### config.mk
export PLATFORM = sky130hd
export DESIGN_NAME = risc_run_ctrl_flat
export DESIGN_NICKNAME = d
export VERILOG_FILES = /design/src/rtl/risc_run_ctrl_pkg.sv /design/src/rtl/risc_run_ctrl_if.sv /design/src/rtl/risc_run_ctrl_sat_counter.sv /design/src/rtl/risc_run_ctrl.sv /design/src/flat_wrapper.sv
export SDC_FILE = /design/constraint.sdc
export NUM_CORES = 1
export LEC_CHECK = 0
export BUFFER_PORTS_ARGS = -buffer_cell sky130_fd_sc_hd__buf_2
export CORE_MARGIN = 2
export CORE_UTILIZATION = 46
export DETAILED_ROUTE_END_ITERATION = 10
export HOLD_SLACK_MARGIN = 0.02
export PLACE_DENSITY_LB_ADDON = 0.15
export SYNTH_ARGS = -nofsm -noshare
export SYNTH_HDL_FRONTEND = slang
export SYNTH_SLANG_ARGS = --single-unit
### constraint.sdc
create_clock -name clk -period 2.3 [get_ports clk]
set_input_delay 0.115 -clock clk [delete_from_list [all_inputs] [get_ports clk]]
set_output_delay 0.115 -clock clk [all_outputs]
set_load 0.03 [all_outputs]
### src/rtl/risc_run_ctrl_pkg.sv
// risc_ctrl_pkg: shared encodings for the miniRISC run/step/halt sequencer.
// Latency: n/a (types and constants only).
// Backpressure: n/a.
// Contents: state encoding, stop-cause codes, default PC/counter widths.
package risc_ctrl_pkg;

  localparam int PC_W_DEF  = 10;
  localparam int CNT_W_DEF = 16;

  typedef enum logic [1:0] {
    ST_IDLE = 2'd0,
    ST_RUN  = 2'd1,
    ST_STEP = 2'd2,
    ST_HALT = 2'd3
  } state_e;

  typedef enum logic [1:0] {
    CAUSE_STEP      = 2'd0,
    CAUSE_HALT_INSN = 2'd1,
    CAUSE_USER      = 2'd2,
    CAUSE_BP        = 2'd3
  } cause_e;

endpackage

### src/rtl/risc_run_ctrl_if.sv
// risc_run_ctrl_if: board-command / core-status bundle for the run controller.
// Latency: n/a (wiring only).
// Backpressure: none; commands are single-cycle pulses, status is level.
// master = board/wrapper side (drives commands, pc, halt_insn); slave = controller.
interface risc_run_ctrl_if #(
  parameter int PC_W  = 10,
  parameter int CNT_W = 16
);
  logic             run;
  logic             step;
  logic             stop;
  logic             clr;
  logic             bp_set;
  logic [PC_W-1:0]  bp_addr;
  logic [PC_W-1:0]  pc;
  logic             halt_insn;
  logic             core_en;
  logic [1:0]       state_o;
  logic [1:0]       cause_o;
  logic [CNT_W-1:0] cycle_cnt;

  modport master (
    output run, step, stop, clr, bp_set, bp_addr, pc, halt_insn,
    input  core_en, state_o, cause_o, cycle_cnt
  );

  modport slave (
    input  run, step, stop, clr, bp_set, bp_addr, pc, halt_insn,
    output core_en, state_o, cause_o, cycle_cnt
  );
endinterface

### src/rtl/risc_run_ctrl_sat_counter.sv
// risc_sat_counter: CNT_W-bit up-counter that sticks at all-ones, sync clear.
// Latency: count visible one cycle after inc_i.
// Backpressure: none.
// Ports: clk, rst (async active-low), inc_i, clr_i (wins over inc_i), cnt_o.
module risc_sat_counter #(
  parameter int CNT_W = 16
) (
  input  logic             clk,
  input  logic             rst,
  input  logic             inc_i,
  input  logic             clr_i,
  output logic [CNT_W-1:0] cnt_o
);
  logic [CNT_W-1:0] cnt_q, cnt_d;

  always_ff @(posedge clk or negedge rst) begin
    if (!rst) cnt_q <= '0;
    else      cnt_q <= cnt_d;
  end

  always_comb begin
    cnt_d = cnt_q;
    if (clr_i)                     cnt_d = '0;
    else if (inc_i && ~&cnt_q)     cnt_d = cnt_q + 1'b1;
  end

  assign cnt_o = cnt_q;
endmodule

### src/rtl/risc_run_ctrl.sv
// risc_run_ctrl: run/step/halt sequencer gating the miniRISC clock-enable.
// Latency: state changes on the command edge; core_en is combinational (0-cycle breakpoint).
// Backpressure: none; commands are pulses, ignored when not legal in the current state.
// Ports: clk, rst (async active-low), bus (risc_run_ctrl_if.slave).
// Breakpoint logic is present only when RISC_CTRL_BREAKPOINT_EN is defined.
module risc_run_ctrl
  import risc_ctrl_pkg::*;
#(
  parameter int PC_W  = PC_W_DEF,
  parameter int CNT_W = CNT_W_DEF
) (
  input  logic            clk,
  input  logic            rst,
  risc_run_ctrl_if.slave  bus
);
  state_e state_q, state_d;
  cause_e cause_q, cause_d;
  logic   bp_hit;
  logic   core_en;

`ifdef RISC_CTRL_BREAKPOINT_EN
  logic            armed_q;
  logic [PC_W-1:0] bp_q;
  logic            skip_q, skip_d;

  // skip masks the breakpoint for the single RUN cycle that resumes from HALT,
  // so resuming at the breakpoint address does not re-trigger immediately.
  assign skip_d = !bus.clr && (state_q == ST_HALT) &&
                  (cause_q != CAUSE_HALT_INSN) && bus.run;

  always_ff @(posedge clk or negedge rst) begin
    if (!rst) begin
      armed_q <= 1'b0;
      bp_q    <= '0;
      skip_q  <= 1'b0;
    end else begin
      if (bus.bp_set) begin
        armed_q <= 1'b1;
        bp_q    <= bus.bp_addr;
      end
      skip_q <= skip_d;
    end
  end

  assign bp_hit = armed_q && (bus.pc == bp_q) && !skip_q;
`else
  logic unused_bp;
  assign unused_bp = bus.bp_set ^ (^bus.bp_addr) ^ (^bus.pc);
  assign bp_hit    = 1'b0;
`endif

  // State register
  always_ff @(posedge clk or negedge rst) begin
    if (!rst) begin
      state_q <= ST_IDLE;
      cause_q <= CAUSE_STEP;
    end else begin
      state_q <= state_d;
      cause_q <= cause_d;
    end
  end

  // Next-state logic
  always_comb begin
    state_d = state_q;
    cause_d = cause_q;
    if (bus.clr) begin
      state_d = ST_IDLE;
      cause_d = CAUSE_STEP;
    end else begin
      unique case (state_q)
        ST_IDLE: begin
          if (bus.run)       state_d = ST_RUN;
          else if (bus.step) state_d = ST_STEP;
        end
        ST_RUN: begin
          if (bus.halt_insn) begin
            state_d = ST_HALT;
            cause_d = CAUSE_HALT_INSN;
          end else if (bp_hit) begin
            state_d = ST_HALT;
            cause_d = CAUSE_BP;
          end else if (bus.stop) begin
            state_d = ST_HALT;
            cause_d = CAUSE_USER;
          end
        end
        ST_STEP: begin
          state_d = ST_HALT;
          cause_d = bus.halt_insn ? CAUSE_HALT_INSN : CAUSE_STEP;
        end
        ST_HALT: begin
          // A HALT instruction parks the core until clr.
          if (cause_q != CAUSE_HALT_INSN) begin
            if (bus.run)       state_d = ST_RUN;
            else if (bus.step) state_d = ST_STEP;
          end
        end
        default: state_d = ST_IDLE;
      endcase
    end
  end

  // Output logic: a breakpoint hit suppresses the enable in the same cycle.
  always_comb begin
    core_en = 1'b0;
    if (state_q == ST_STEP)                 core_en = 1'b1;
    else if (state_q == ST_RUN && !bp_hit)  core_en = 1'b1;
  end

  risc_sat_counter #(.CNT_W(CNT_W)) u_cnt (
    .clk   (clk),
    .rst   (rst),
    .inc_i (core_en),
    .clr_i (bus.clr),
    .cnt_o (bus.cycle_cnt)
  );

  assign bus.core_en = core_en;
  assign bus.state_o = state_q;
  assign bus.cause_o = cause_q;
endmodule

### src/flat_wrapper.sv
// flat-port wrapper written by rule: the top's interface ports become plain ports
module risc_run_ctrl_flat import risc_ctrl_pkg::*;
#(
  parameter int PC_W  = PC_W_DEF,
  parameter int CNT_W = CNT_W_DEF
)
  (clk, rst, bus_run, bus_step, bus_stop, bus_clr, bus_bp_set, bus_bp_addr, bus_pc, bus_halt_insn, bus_core_en, bus_state_o, bus_cause_o, bus_cycle_cnt);
  risc_run_ctrl_if #(.PC_W(PC_W), .CNT_W(CNT_W)) bus_i ();
  input  logic clk;
  input  logic rst;
  input wire logic [$bits(bus_i.run)-1:0] bus_run;
  input wire logic [$bits(bus_i.step)-1:0] bus_step;
  input wire logic [$bits(bus_i.stop)-1:0] bus_stop;
  input wire logic [$bits(bus_i.clr)-1:0] bus_clr;
  input wire logic [$bits(bus_i.bp_set)-1:0] bus_bp_set;
  input wire logic [$bits(bus_i.bp_addr)-1:0] bus_bp_addr;
  input wire logic [$bits(bus_i.pc)-1:0] bus_pc;
  input wire logic [$bits(bus_i.halt_insn)-1:0] bus_halt_insn;
  output wire logic [$bits(bus_i.core_en)-1:0] bus_core_en;
  output wire logic [$bits(bus_i.state_o)-1:0] bus_state_o;
  output wire logic [$bits(bus_i.cause_o)-1:0] bus_cause_o;
  output wire logic [$bits(bus_i.cycle_cnt)-1:0] bus_cycle_cnt;
  assign bus_i.run = bus_run;
  assign bus_i.step = bus_step;
  assign bus_i.stop = bus_stop;
  assign bus_i.clr = bus_clr;
  assign bus_i.bp_set = bus_bp_set;
  assign bus_i.bp_addr = bus_bp_addr;
  assign bus_i.pc = bus_pc;
  assign bus_i.halt_insn = bus_halt_insn;
  assign bus_core_en = bus_i.core_en;
  assign bus_state_o = bus_i.state_o;
  assign bus_cause_o = bus_i.cause_o;
  assign bus_cycle_cnt = bus_i.cycle_cnt;
  risc_run_ctrl #(.PC_W(PC_W), .CNT_W(CNT_W)) u_core (.clk(clk), .rst(rst), .bus(bus_i));
endmodule
After elaboration in Yosys (flattened, before gate mapping)
Cells that the tools add are included.
W data, S select, Z words.
{"block": "totals", "output_inout_bits": 21, "ram_bits": 0, "elab_cells": 34, "n_memories": 0, "register_bits": 20, "in_bits": 28, "latch_bits": 0, "romBits": 0}
{"block": "op_classes", "bitwise_logic": 0, "reduce_logical": 8, "muxes": 16, "div_mod_pow": 0, "mul": 0, "eq_ne": 6, "n_lt_le_gt_ge": 0, "addsub": 1, "n_shift": 0}
{"cell": "$mux W16", "n": 2}
{"cell": "$mux W2", "n": 9}
{"cell": "$add A16 B1 Y16 const B", "n": 1}
{"cell": "$reduce_and A16 Y1", "n": 1}
{"cell": "$pmux W2 S4", "n": 1}
{"cell": "$eq A2 B2 Y1 const B", "n": 2}
{"cell": "$ne A4 B4 Y1 const B", "n": 1}
{"cell": "$pmux W2 S2", "n": 1}
{"cell": "$reduce_and A2 Y1", "n": 2}
{"cell": "$mux W1", "n": 3}
{"cell": "$ne A3 B2 Y1 const B", "n": 1}
{"cell": "$reduce_bool A3 Y1", "n": 1}
{"cell": "$eq A2 B1 Y1 const B", "n": 1}
{"cell": "$logic_not A2 Y1", "n": 1}
{"cell": "$ne A2 B1 Y1 const B", "n": 1}
{"cell": "$reduce_bool A2 Y1", "n": 1}
{"cell": "$logic_and A1 B1 Y1", "n": 1}
{"cell": "$logic_not A1 Y1", "n": 1}

Longest topological paths before layout
{"block": "logic_depth", "ltp_word": 6, "depth_mapped": 7}

By module
A second synthesis with hierarchy kept.
{"block": "unflattened", "hier_cells": 127, "hier_area_um2": 1222.4}
{"mod": "risc_sat_counter", "instances": 1, "cells_each": 95, "area_per_inst_um2": 919.6, "seq_area_each_um2": 400.4}
{"mod": "risc_run_ctrl", "instances": 1, "cells_each": 32, "area_per_inst_um2": 302.8, "seq_area_each_um2": 100.1}

Worst setup path after synthesis
No wires, ideal clock.
{"block": "synth_timing", "path_kind": "register to register", "from": "register u_core.state_q[0] (netlist: u_core.bus.state_o[0])", "to": "register u_core.u_cnt.cnt_q[9] (netlist: u_core.u_cnt.cnt_o[9])", "slack_ns": 0.102, "path_stages_with_launch": 7, "setup_ns": 0.125, "synth_period_minus_slack_ns": 2.198, "path_buffers": 0, "t_arrival_ns": 2.072, "path_cell_list": "dfrtp_1 -> inv_1 -> ha_1 -> inv_1 -> o21ai_4 -> nor4_1 -> mux2_4"}
{"block": "synth_via", "elab_chain_len": 5}
{"item": "start, declared", "line": "risc_run_ctrl.sv:16", "rtl": "state_e state_q, state_d;"}
{"item": "start signal, assigned", "line": "risc_run_ctrl.sv:58", "rtl": "state_q <= state_d;"}
{"item": "$eq A2 B1 Y1", "line": "risc_run_ctrl.sv:108", "rtl": "else if (state_q == ST_RUN && !bp_hit) core_en = 1'b1;"}
{"item": "$mux W1", "line": "risc_run_ctrl.sv:108"}
{"item": "$mux W1 (*)", "line": "risc_run_ctrl.sv:107", "rtl": "if (state_q == ST_STEP) core_en = 1'b1;"}
{"item": "named net bus_core_en", "line": "flat_wrapper.sv:19", "rtl": "output wire logic [$bits(bus_i.core_en)-1:0] bus_core_en;"}
{"item": "$logic_and A1 B1 Y1 (*)", "line": "risc_run_ctrl_sat_counter.sv:24", "rtl": "else if (inc_i && ~&cnt_q) cnt_d = cnt_q + 1'b1;"}
{"item": "$reduce_bool A2 Y1 (no source line) (*)"}
{"item": "end signal, assigned", "line": "risc_run_ctrl_sat_counter.sv:18", "rtl": "else cnt_q <= cnt_d;"}
{"item": "end, declared", "line": "risc_run_ctrl_sat_counter.sv:14", "rtl": "logic [CNT_W-1:0] cnt_q, cnt_d;"}
The timed path passes the listed nets; every way through them passes the cells marked *.
A chain may end at the register's enable or synchronous reset.

Worst setup path after layout
{"block": "layout_timing", "from": "register u_core.state_q[0] (netlist: u_core.bus.state_o[0])", "to": "register u_core.u_cnt.cnt_q[9] (netlist: u_core.u_cnt.cnt_o[9])"}
{"block": "layout_via", "elab_chain_len": 5}
{"item": "$eq A2 B1 Y1", "line": "risc_run_ctrl.sv:108"}
{"item": "$mux W1", "line": "risc_run_ctrl.sv:108"}
{"item": "$mux W1 (*)", "line": "risc_run_ctrl.sv:107"}
{"item": "$logic_and A1 B1 Y1 (*)", "line": "risc_run_ctrl_sat_counter.sv:24"}
{"item": "$reduce_bool A2 Y1 (no source line) (*)"}
Every way passes the cells marked *; elsewhere a longest branch is shown, timed or not.

==> metrics.csv <==
metric,value,unit
Pre-antenna DRT Iters,4,
Yosys reg bits,20,
post-DR vias/cell,5.35,
ys async rst share,100,%
vias in the first global route,831,
Die X,53.8,um
pwr/cell area,646,nW/um^2
Critical-path top delay cell,dfrtp_1,
clock power share,23.5,%
endpoints failing hold,0,
gr usage total,18.1,%
starting density of the core,47.4,%
TNS Setup,0,ns
# nets final,180,
met1 Track Usage GR,25.6,%
register area share after synthesis,43.9,%
Max-Cap Viols,0,
Post-synth EDFFs,0,
Setup Skew,0.00600,ns
WHS,0.0652,ns
CP cell instances,inv_1 -> ha_1 -> inv_1 -> o21ai_4 -> nor4_1 -> mux2_4,
final cell area excluding filler cells,1360,sq um
CP Max Fanout,8,
Syn Nets,148,
post-route ant nets,0,
Worst-path clk slew,0.11,ns
Top Ports,49,
post-synth top area cell,dfrtp_1,
Setup CP Type,reg -> reg,
min cycle time layout,1.97,ns
Psw,0.314,mW
cts hold-fix bufs,2,
critical path's most frequent cell,inv_1,
CP required,2.51,ns
RD Place Congestion,0.806,
worst-case clock buffer depth,2,
Syn Area/Cell,9.84,sq um
Placed Instances,171,
post-route setup slack,0.335,ns
largest net degree at the start of global routing,22,
Post-synth top flop,dfrtp_1,
YS warnings,0,
RSZ-0062 raised after global routing,no,
status,finished clean,
Setup WS pre-CTS,0.356,ns
Mapped Cells,116,
CTS tree,done,
grt ovf,0,
total CTS buffers,3,
synthesized area,1140,sq um
crit path buf inv count,2,
area of the multi-input gates,603,sq um
met2 Use GR,26.4,%
Synth-to-Final Area Change,19.1,%
Combinational Power Share,29.9,%
Worst Setup Start Kind,register,
DIE AREA,2890,sq um
Synth cell types,37,
WP depth,6,
switch share,35.7,%
Core Rows,18,
Top Usage Layer GRT,met2,
Reg area,500,sq um
Routed WL per cell,12.2,um
post-synth top area share,43.9,%
hold depth,3,
CP Capture Type,register,
Internal Pwr Total,0.564,mW
fin util,56.4,%
first-pass GRT wire length,3790,um
H-Tree Depth,1,
sequential share of power,46.6,%
Final Setup Violations,0,
Worst-Margin Slew,0.450,ns
number of diodes,0,
port bufs,27,
fin. max-slew vios,0,
setup bufs post-CTS,0,
HP Class,in -> reg,
layout cell share with drive strength beyond 1,27.9,%
Crit path largest cell delay,0.43,ns
DR DRC count,0,
f_max,509,MHz
Final Non-Filler Cells,177,
Synth area leaders,"dfrtp_1 (44%), nor2_1 (6.9%), xor2_1 (6.9%)",
# clock sinks,20,
"Power, Total",0.878,mW
CP arrival,2.17,ns
VDD IR max,0.539,mV
Pleak,0.667,nW
root buffer cell,clkbuf_4,
Core Footprint,2410,sq um
DRT Wirelength,2170,um
max_slew headroom,70.0,%
Vias,947,
clock latency on the worst-skew pair,0.31,ns
hpwl dp,1580,um
Fillers,226,
drt initial violations,6,
Die Ht,53.8,um
Placement Cell Area,1300,sq um
met3 GRT Util,5.83,%
Final Cycle Share,85.5,%
cell family with most CP delay,flip-flops,
initial antenna violation count,0,
Post-CTS Resized,0,
reg2reg path depth,6,
## power by group through the flow
stage                     logic [mW]  clock network [mW]  registers (mW)
after floorplan                0.139                   0           0.465
after global placement         0.259                   0           0.415
after detailed placement       0.262                   0           0.416
after CTS                      0.266               0.215           0.409
after global routing           0.294               0.232           0.416
final                          0.263               0.206           0.409
## layer usage
layer | wire, um | part of all wire, %
met3 | 121 | 5.6
met4 | 10 | 0.46
met1 | 1060 | 49
met5 | 0 | 0
met2 | 970 | 45
## worst paths after layout
check | start | endpoint | slack, ns
setup / recovery | u_core.bus.state_o[0] | u_core.u_cnt.cnt_o[9] | 0.33
hold / removal | bus_halt_insn | u_core.bus.cause_o[0] | 0.07
setup reg to reg | u_core.bus.state_o[0] | u_core.u_cnt.cnt_o[9] | 0.33
hold reg to reg | u_core.u_cnt.cnt_o[7] | u_core.u_cnt.cnt_o[7] | 0.54
max in group asynchronous | rst | u_core.bus.state_o[0] | 1.72
min in group asynchronous | rst | u_core.u_cnt.cnt_o[12] | 0.27
## flip-flops by register name (all words and copies together), names as in the netlist
name,cells
u_core.u_cnt.cnt_o,16
u_core.bus.cause_o,2
u_core.bus.state_o,2
## synthesized netlist by cell type (2+ instances only)
library cell  count
clkbuf_1          2
xor2_1            9
nor2b_1           2
xnor2_1           2
nor2_1           21
ha_1              4
a31oi_1           2
mux2i_1           3
dfrtp_1          20
nand2_1           4
nand3_2           2
o211ai_1          4
o21ai_0           3
nand4_1           2
nor3_1            4
nand2b_1          2
inv_1             5
nand3_1           4
and3_1            3
## tightest hold or removal path: stages
cell and delay, ns:
buf_2 0.10, o21ai_0 0.06, a21oi_1 0.06
## cell usage in the layout (no fill, tap or decap), drive strengths merged, types with 2 or more instances in the layout
master       netlist  routed
buf                1      28
nor2              21      21
dfrtp             20      20
xor2               9       9
nand3              6       6
inv                5       5
o21ai              5       5
nand2              4       4
o211ai             4       4
nor3               4       4
ha                 4       4
clkbuf             2       4
and3               3       3
mux2i              3       3
nand4              3       3
nand2b             2       2
a31oi              2       2
nor2b              2       2
xnor2              2       2
dlygate4sd3        0       2
mux2               2       2
## layout make-up
class,count,share of cell area (%)
timing repair buffer,30,12.0
clock buffer,4,2.67
multi-input combinational,88,44.4
tap,30,2.76
sequential,20,36.8
inverter,5,1.38
## kinds of logic after synthesis
family,count (synthesis),share of synthesized area (%)
flip-flops,20,43.9
multiplexers,5,4.93
XOR/XNOR,11,8.44
AO/OA/AOI/OAI,17,11.2
buffers and inverters,8,3.29
adder cells (fa/ha/maj),4,4.39
AND/OR/NAND/NOR,51,23.9
Power figures use the tool's default switching activity.
